===== src/rtl/rect_fill_engine.sv =====
// Rectangle rasteriser: queues fill commands and streams one pixel write per clock, row-major.
// Latency: pop one edge after accept, first pixel one edge after pop; one idle bubble between rectangles.
// Backpressure: cmd_ready follows the command FIFO count combinationally; a held command waits for a free slot.
//
// Ports: clock/resetn (async active-low); cmd_valid/cmd_ready with cmd_x/y/w/h/colour;
//        x/y/colour/plot pixel write to vga_adapter; busy while work is queued or in flight.

// Small generic synchronous FIFO used for the command queue.
// Latency: a pushed entry is at the head the cycle after the push.
// Backpressure: push_rdy is low while the entry count equals DEPTH.
module rect_fifo #(
    parameter int W     = 8,
    parameter int DEPTH = 4
) (
    input  logic         clock,
    input  logic         resetn,
    input  logic         push_vld,
    output logic         push_rdy,
    input  logic [W-1:0] push_dat,
    output logic         pop_vld,
    input  logic         pop_rdy,
    output logic [W-1:0] pop_dat
);
    localparam int AW = (DEPTH > 1) ? $clog2(DEPTH) : 1;
    localparam logic [AW:0] FULL_CNT = (AW+1)'(DEPTH);

    logic [W-1:0]  mem [DEPTH];
    logic [AW-1:0] wr_ptr;
    logic [AW-1:0] rd_ptr;
    logic [AW:0]   count;
    logic          do_push;
    logic          do_pop;

    assign push_rdy = (count != FULL_CNT);
    assign pop_vld  = (count != '0);
    assign pop_dat  = mem[rd_ptr];
    assign do_push  = push_vld && push_rdy;
    assign do_pop   = pop_vld && pop_rdy;

    // Storage needs no reset; only the pointers and count define validity.
    always_ff @(posedge clock) begin
        if (do_push) begin
            mem[wr_ptr] <= push_dat;
        end
    end

    // DEPTH is a power of two, so the pointers wrap naturally.
    always_ff @(posedge clock or negedge resetn) begin
        if (!resetn) begin
            wr_ptr <= '0;
            rd_ptr <= '0;
            count  <= '0;
        end else begin
            if (do_push) wr_ptr <= wr_ptr + 1'b1;
            if (do_pop)  rd_ptr <= rd_ptr + 1'b1;
            if (do_push && !do_pop) begin
                count <= count + 1'b1;
            end else if (do_pop && !do_push) begin
                count <= count - 1'b1;
            end
        end
    end
endmodule

module rect_fill_engine #(
    parameter int FIFO_DEPTH = 4,
    parameter int SCREEN_W   = 160,
    parameter int SCREEN_H   = 120
) (
    input  logic       clock,
    input  logic       resetn,
    input  logic       cmd_valid,
    output logic       cmd_ready,
    input  logic [7:0] cmd_x,
    input  logic [7:0] cmd_y,
    input  logic [7:0] cmd_w,
    input  logic [7:0] cmd_h,
    input  logic [2:0] cmd_colour,
    output logic [7:0] x,
    output logic [6:0] y,
    output logic [2:0] colour,
    output logic       plot,
    output logic       busy
);
    typedef struct packed {
        logic [7:0] x;
        logic [7:0] y;
        logic [7:0] w;
        logic [7:0] h;
        logic [2:0] colour;
    } cmd_t;

    typedef enum logic [1:0] {IDLE, SCAN, SKIP} state_t;

    localparam logic [8:0] SCR_W = 9'(SCREEN_W);
    localparam logic [8:0] SCR_H = 9'(SCREEN_H);

    cmd_t   push_cmd;
    cmd_t   head;
    logic   fifo_vld;
    logic   fifo_pop;
    state_t state;
    state_t state_nxt;

    logic [7:0] rect_x0;
    logic [7:0] rect_y0;
    logic [7:0] rect_w;
    logic [7:0] rect_h;
    logic [2:0] rect_colour;
    logic [7:0] col;
    logic [7:0] row;
    logic [8:0] sx;
    logic [8:0] sy;
    logic       on_screen;
    logic       col_last;
    logic       row_last;

    assign push_cmd = '{x: cmd_x, y: cmd_y, w: cmd_w, h: cmd_h, colour: cmd_colour};

    rect_fifo #(
        .W     ($bits(cmd_t)),
        .DEPTH (FIFO_DEPTH)
    ) u_cmd_fifo (
        .clock    (clock),
        .resetn   (resetn),
        .push_vld (cmd_valid),
        .push_rdy (cmd_ready),
        .push_dat (push_cmd),
        .pop_vld  (fifo_vld),
        .pop_rdy  (fifo_pop),
        .pop_dat  (head)
    );

    // 9-bit sums: anything past 255 lands beyond the screen instead of wrapping to the left edge.
    assign sx        = {1'b0, rect_x0} + {1'b0, col};
    assign sy        = {1'b0, rect_y0} + {1'b0, row};
    assign on_screen = (sx < SCR_W) && (sy < SCR_H);
    assign col_last  = (col == rect_w - 8'd1);
    assign row_last  = (row == rect_h - 8'd1);

    always_ff @(posedge clock or negedge resetn) begin
        if (!resetn) begin
            state <= IDLE;
        end else begin
            state <= state_nxt;
        end
    end

    always_comb begin
        state_nxt = state;
        fifo_pop  = 1'b0;
        case (state)
            IDLE: begin
                if (fifo_vld) begin
                    fifo_pop  = 1'b1;
                    state_nxt = (head.w == 8'd0 || head.h == 8'd0) ? SKIP : SCAN;
                end
            end
            SCAN: begin
                if (col_last && row_last) begin
                    state_nxt = IDLE;
                end
            end
            SKIP:    state_nxt = IDLE;
            default: state_nxt = IDLE;
        endcase
    end

    always_ff @(posedge clock or negedge resetn) begin
        if (!resetn) begin
            rect_x0     <= '0;
            rect_y0     <= '0;
            rect_w      <= '0;
            rect_h      <= '0;
            rect_colour <= '0;
            col         <= '0;
            row         <= '0;
            x           <= '0;
            y           <= '0;
            colour      <= '0;
            plot        <= 1'b0;
            busy        <= 1'b0;
        end else begin
            // Registered from the current state, so it drops one edge after the last pixel.
            busy <= fifo_vld || (state != IDLE);
            plot <= 1'b0;
            if (fifo_pop) begin
                rect_x0     <= head.x;
                rect_y0     <= head.y;
                rect_w      <= head.w;
                rect_h      <= head.h;
                rect_colour <= head.colour;
                col         <= '0;
                row         <= '0;
            end
            if (state == SCAN) begin
                x      <= sx[7:0];
                y      <= sy[6:0];
                colour <= rect_colour;
                plot   <= on_screen;
                if (col_last) begin
                    col <= '0;
                    row <= row + 8'd1;
                end else begin
                    col <= col + 8'd1;
                end
            end
        end
    end
endmodule


===== config.mk =====
export PLATFORM = sky130hd
export DESIGN_NAME = rect_fill_engine
export DESIGN_NICKNAME = d
export VERILOG_FILES = /design/src/rtl/rect_fill_engine.sv
export SDC_FILE = /design/constraint.sdc
export NUM_CORES = 1
export LEC_CHECK = 0
export ABC_CLOCK_PERIOD_IN_PS = 3200
export CORE_ASPECT_RATIO = 1.25
export CORE_MARGIN = 2
export CORE_UTILIZATION = 23
export DETAILED_ROUTE_END_ITERATION = 7
export PLACE_DENSITY = 0.49
export SYNTH_ARGS = -nofsm -noshare
export SYNTH_HDL_FRONTEND = slang
export SYNTH_SLANG_ARGS = --single-unit

===== constraint.sdc =====
create_clock -name clock -period 3.2 [get_ports clock]
set_input_delay 0.32 -clock clock [delete_from_list [all_inputs] [get_ports clock]]
set_output_delay 0.32 -clock clock [all_outputs]
set_load 0.02 [all_outputs]

==> impl_metrics.csv <==
group,metric,value,unit
synth,synth_ff_type,"edfxtp_1",
synth,synth_top_area_cell,"edfxtp_1",
worst_setup_path,rr_endpoint,"row[5]$_DFF_PN0_",
worst_setup_path,rr_startpoint,"rect_w[0]$_DFFE_PN0P_",
sta,worstMarginPinSlew,0.6133,ns
clocking,cts_buffers,22,
clocking,clock-root-buffer,"clkbuf_16",
floorplan,fp.dieW,186.5,um
sta,max_freq,0.3407,GHz
worst_setup_path,crit_path_end_kind,"flip-flop",
clocking,clkTransAtPathRegs,0.06,ns
global_routing,grt_pass1_wl,33.17,mm
sta,hold_viol,0,
worst_setup_path,cp.arrival,3.35,ns
clocking,htreeDepth,1,
synth,synth_area_per_cell,13.97,um2
floorplan,die_area,43270,um2
worst_setup_path,reg2reg_slack,0.26,ns
floorplan,start_util,0.2327,
global_routing,grt_pass1_vias,5808,
detailed_routing,first_iter_violations,279,
global_routing,track_usage,0.09641,
clocking,cts_setup_buffers,0,
synth,syn_inst,685,
worst_setup_path,critPathKind,"flip-flop to flip-flop",
clocking,clkSinkCount,220,
global_routing,grt-ovfl-total,0,
placed_design,dp_slack,0.2820,ns
global_routing,grt_max_degree,47,
synth,async_reset_ff_frac,0.3636,
power_and_ir_drop,p_leak,4.292,nW
synth,yosysUniqueCellTypes,63,
synth,synth_edf_count,140,
worst_setup_path,start_kind,"flip-flop",
worst_setup_path,required,3.61,ns
global_routing,antenna_found_initial,0,
floorplan,die_y,232.1,um
outcome,outcome,"finished, final reports clean",
synth,yosys-top-cells-area,"edfxtp_1 (44%), dfrtp_1 (21%), mux4_2 (8.2%)",
sta,tns,0,ns
floorplan,rows,83,
clocking,cts_buffer_depth,3,
synth,yosys.cell_count.top_type,"nand2_1",
synth,ys_seq_area_frac,0.6484,
sta,clock_skew,0.01540,ns
cells_and_area,drive_gt1_frac,0.1303,
clocking,cts_tree,"yes",
cells_and_area,fin_nets,825,
cells_and_area,diodes,0,
synth,syn-num-nets,751,
synth,ys_ff_latch,220,
detailed_routing,dr.pass1.iters,4,
detailed_routing,avgViaCountPerCell,4.197,
sta,setup_viol,0,
detailed_routing,detail_route.wl_per_cell,15.65,um
detailed_routing,wl,20.76,mm
detailed_routing,drtAntennaViolNets,0,
detailed_routing,drc,0,
sta,layout_min_cycle_time,2.935,ns
cells_and_area,utilization,0.2825,
cells_and_area,fin_cells,1327,
floorplan,ios,59,
worst_setup_path,worstPathMaxFanout,10,
sta,setup_ws,0.2648,ns
detailed_routing,vias,5569,
power_and_ir_drop,vdd_drop_max,396.9,uV
placed_design,portBuffers,58,
worst_setup_path,rr_worst_depth,9,
min_path,hp-class,"primary input to async pin",
synth,synth.cells.most_frequent,"nand2_1 (141), edfxtp_1 (140), dfrtp_1 (80)",
floorplan,core,41120,um2
sta,rsz0062_at_grt,"no",
placed_design,globalplace.congestion,0.7586,
sta,worst_hold_slack,0.3228,ns
placed_design,placed_cells,1286,
clocking,clk_latency,0.50,ns
cells_and_area,area_delta_synth_final,21.37,%
sta,min_period_over_period,0.9172,
placed_design,dp_hpwl,14.14,mm
synth,yosysTopAreaCellShare,0.4392,
run,maxCapViolations,0,
synth,yosysWarningCount,0,
power_and_ir_drop,p_per_area,873.3,nW/um2
sta,maxSlewViolCount,0,
sta,relSlewSlack,0.5911,
cells_and_area,nFillCells,4278,
synth,synth_area,9572,um2
[report_power, final]
group | internal [mW] | switching [mW]
Clock | 1.58 | 1.05
Combinational | 1.50 | 1.67
Sequential | 3.80 | 0.541
Total | 6.88 | 3.26
[worst max-delay path, cell delays in order, from the launching register on]
cell	delay, ns
dfrtp_1	0.42
inv_1	0.09
ha_1	0.17
or3b_4	0.40
or4_4	0.44
a2111oi_4	0.42
o2111ai_2	0.36
buf_4	0.27
mux2i_1	0.11
o21ai_0	0.18
[layout make-up]
type	count	area, um2	share of cell area
repair buffers	74	700.7	0.06031
inverters	23	86.33	0.007431
flip-flops and latches	220	6207	0.5343
well taps	552	690.7	0.05945
multi-input cells	418	3182	0.2739
clock inverters	14	153.9	0.01325
clock buffers	26	596.8	0.05137
[registers in the layout, indices dropped and copies added, names as in the netlist, 7 cells and up]
register	count
y	7
col	8
x	8
rect_w	8
rect_h	8
rect_y0	8
u_cmd_fifo.mem	140
rect_x0	8
row	8
[stage by stage]
step                      total power, mW  area (um2)
final                               10.15       11620
after global routing                10.84       11620
after CTS                           10.34       11620
after detailed placement            7.656       10860
after global placement              7.623       10860
after floorplan                     6.514        9572
[per-layer routing]
metal  track usage  vias to the layer above  wire length, um
met2        0.1741                       89            10440
met3       0.01133                       22              550
met5             0                        -                0
met4       0.02555                        0              336
met1        0.1222                     2790             9433
li1              -                     2668                -
[placed cells by master (no fill, tap or decap), types with 4 or more instances in the layout]
master and n:
a211oi_1 5, a21o_1 7, a21oi_1 10, and3_1 8
buf_4 16, clkbuf_16 23, clkdlybuf4s50_1 57, clkinv_2 4
dfrtp_1 79, edfxtp_1 140, ha_1 25, inv_1 22
mux2i_1 6, mux4_2 35, nand2_1 141, nand2b_1 8
nand3_1 10, nand4_1 5, nor2_1 14, nor3_1 7
nor4_1 6, o21ai_0 34, or3_1 5, xnor2_1 23
xor2_1 13
[worst max path at each step]
stage | from | to | cells past startpoint
final | rect_w[0]$_DFFE_PN0P_ | row[5]$_DFF_PN0_ | 9
after global routing | rect_w[0]$_DFFE_PN0P_ | row[5]$_DFF_PN0_ | 9
after CTS | rect_w[0]$_DFFE_PN0P_ | row[5]$_DFF_PN0_ | 9
after detailed placement | rect_w[0]$_DFFE_PN0P_ | row[5]$_DFF_PN0_ | 9
after global placement | rect_w[0]$_DFFE_PN0P_ | row[5]$_DFF_PN0_ | 9
after floorplan | rect_w[0]$_DFFE_PN0P_ | row[1]$_DFF_PN0_ | 8
[cell families (layout without fill, tap and decap cells)]
| kind of cell | Yosys count | after routing | share of synthesized area |
|---|---|---|---|
| DFF | 220 | 220 | 0.6484 |
| buffers and inverters | 47 | 137 | 0.01974 |
| adders and majority gates | 28 | 28 | 0.03895 |
| AOI/OAI and AO/OA | 88 | 88 | 0.06327 |
| and+or+nand+nor | 224 | 224 | 0.1069 |
| xor gates and xnor gates | 36 | 36 | 0.03294 |
| muxes | 42 | 42 | 0.08980 |
[repair_timing]
item                      in CTS  in global routing
hold buffers                   1                  0
hold endpoints to repair      34                  0
resized for setup              0                  0
Note: power is estimated with default switching activity, not from simulation.
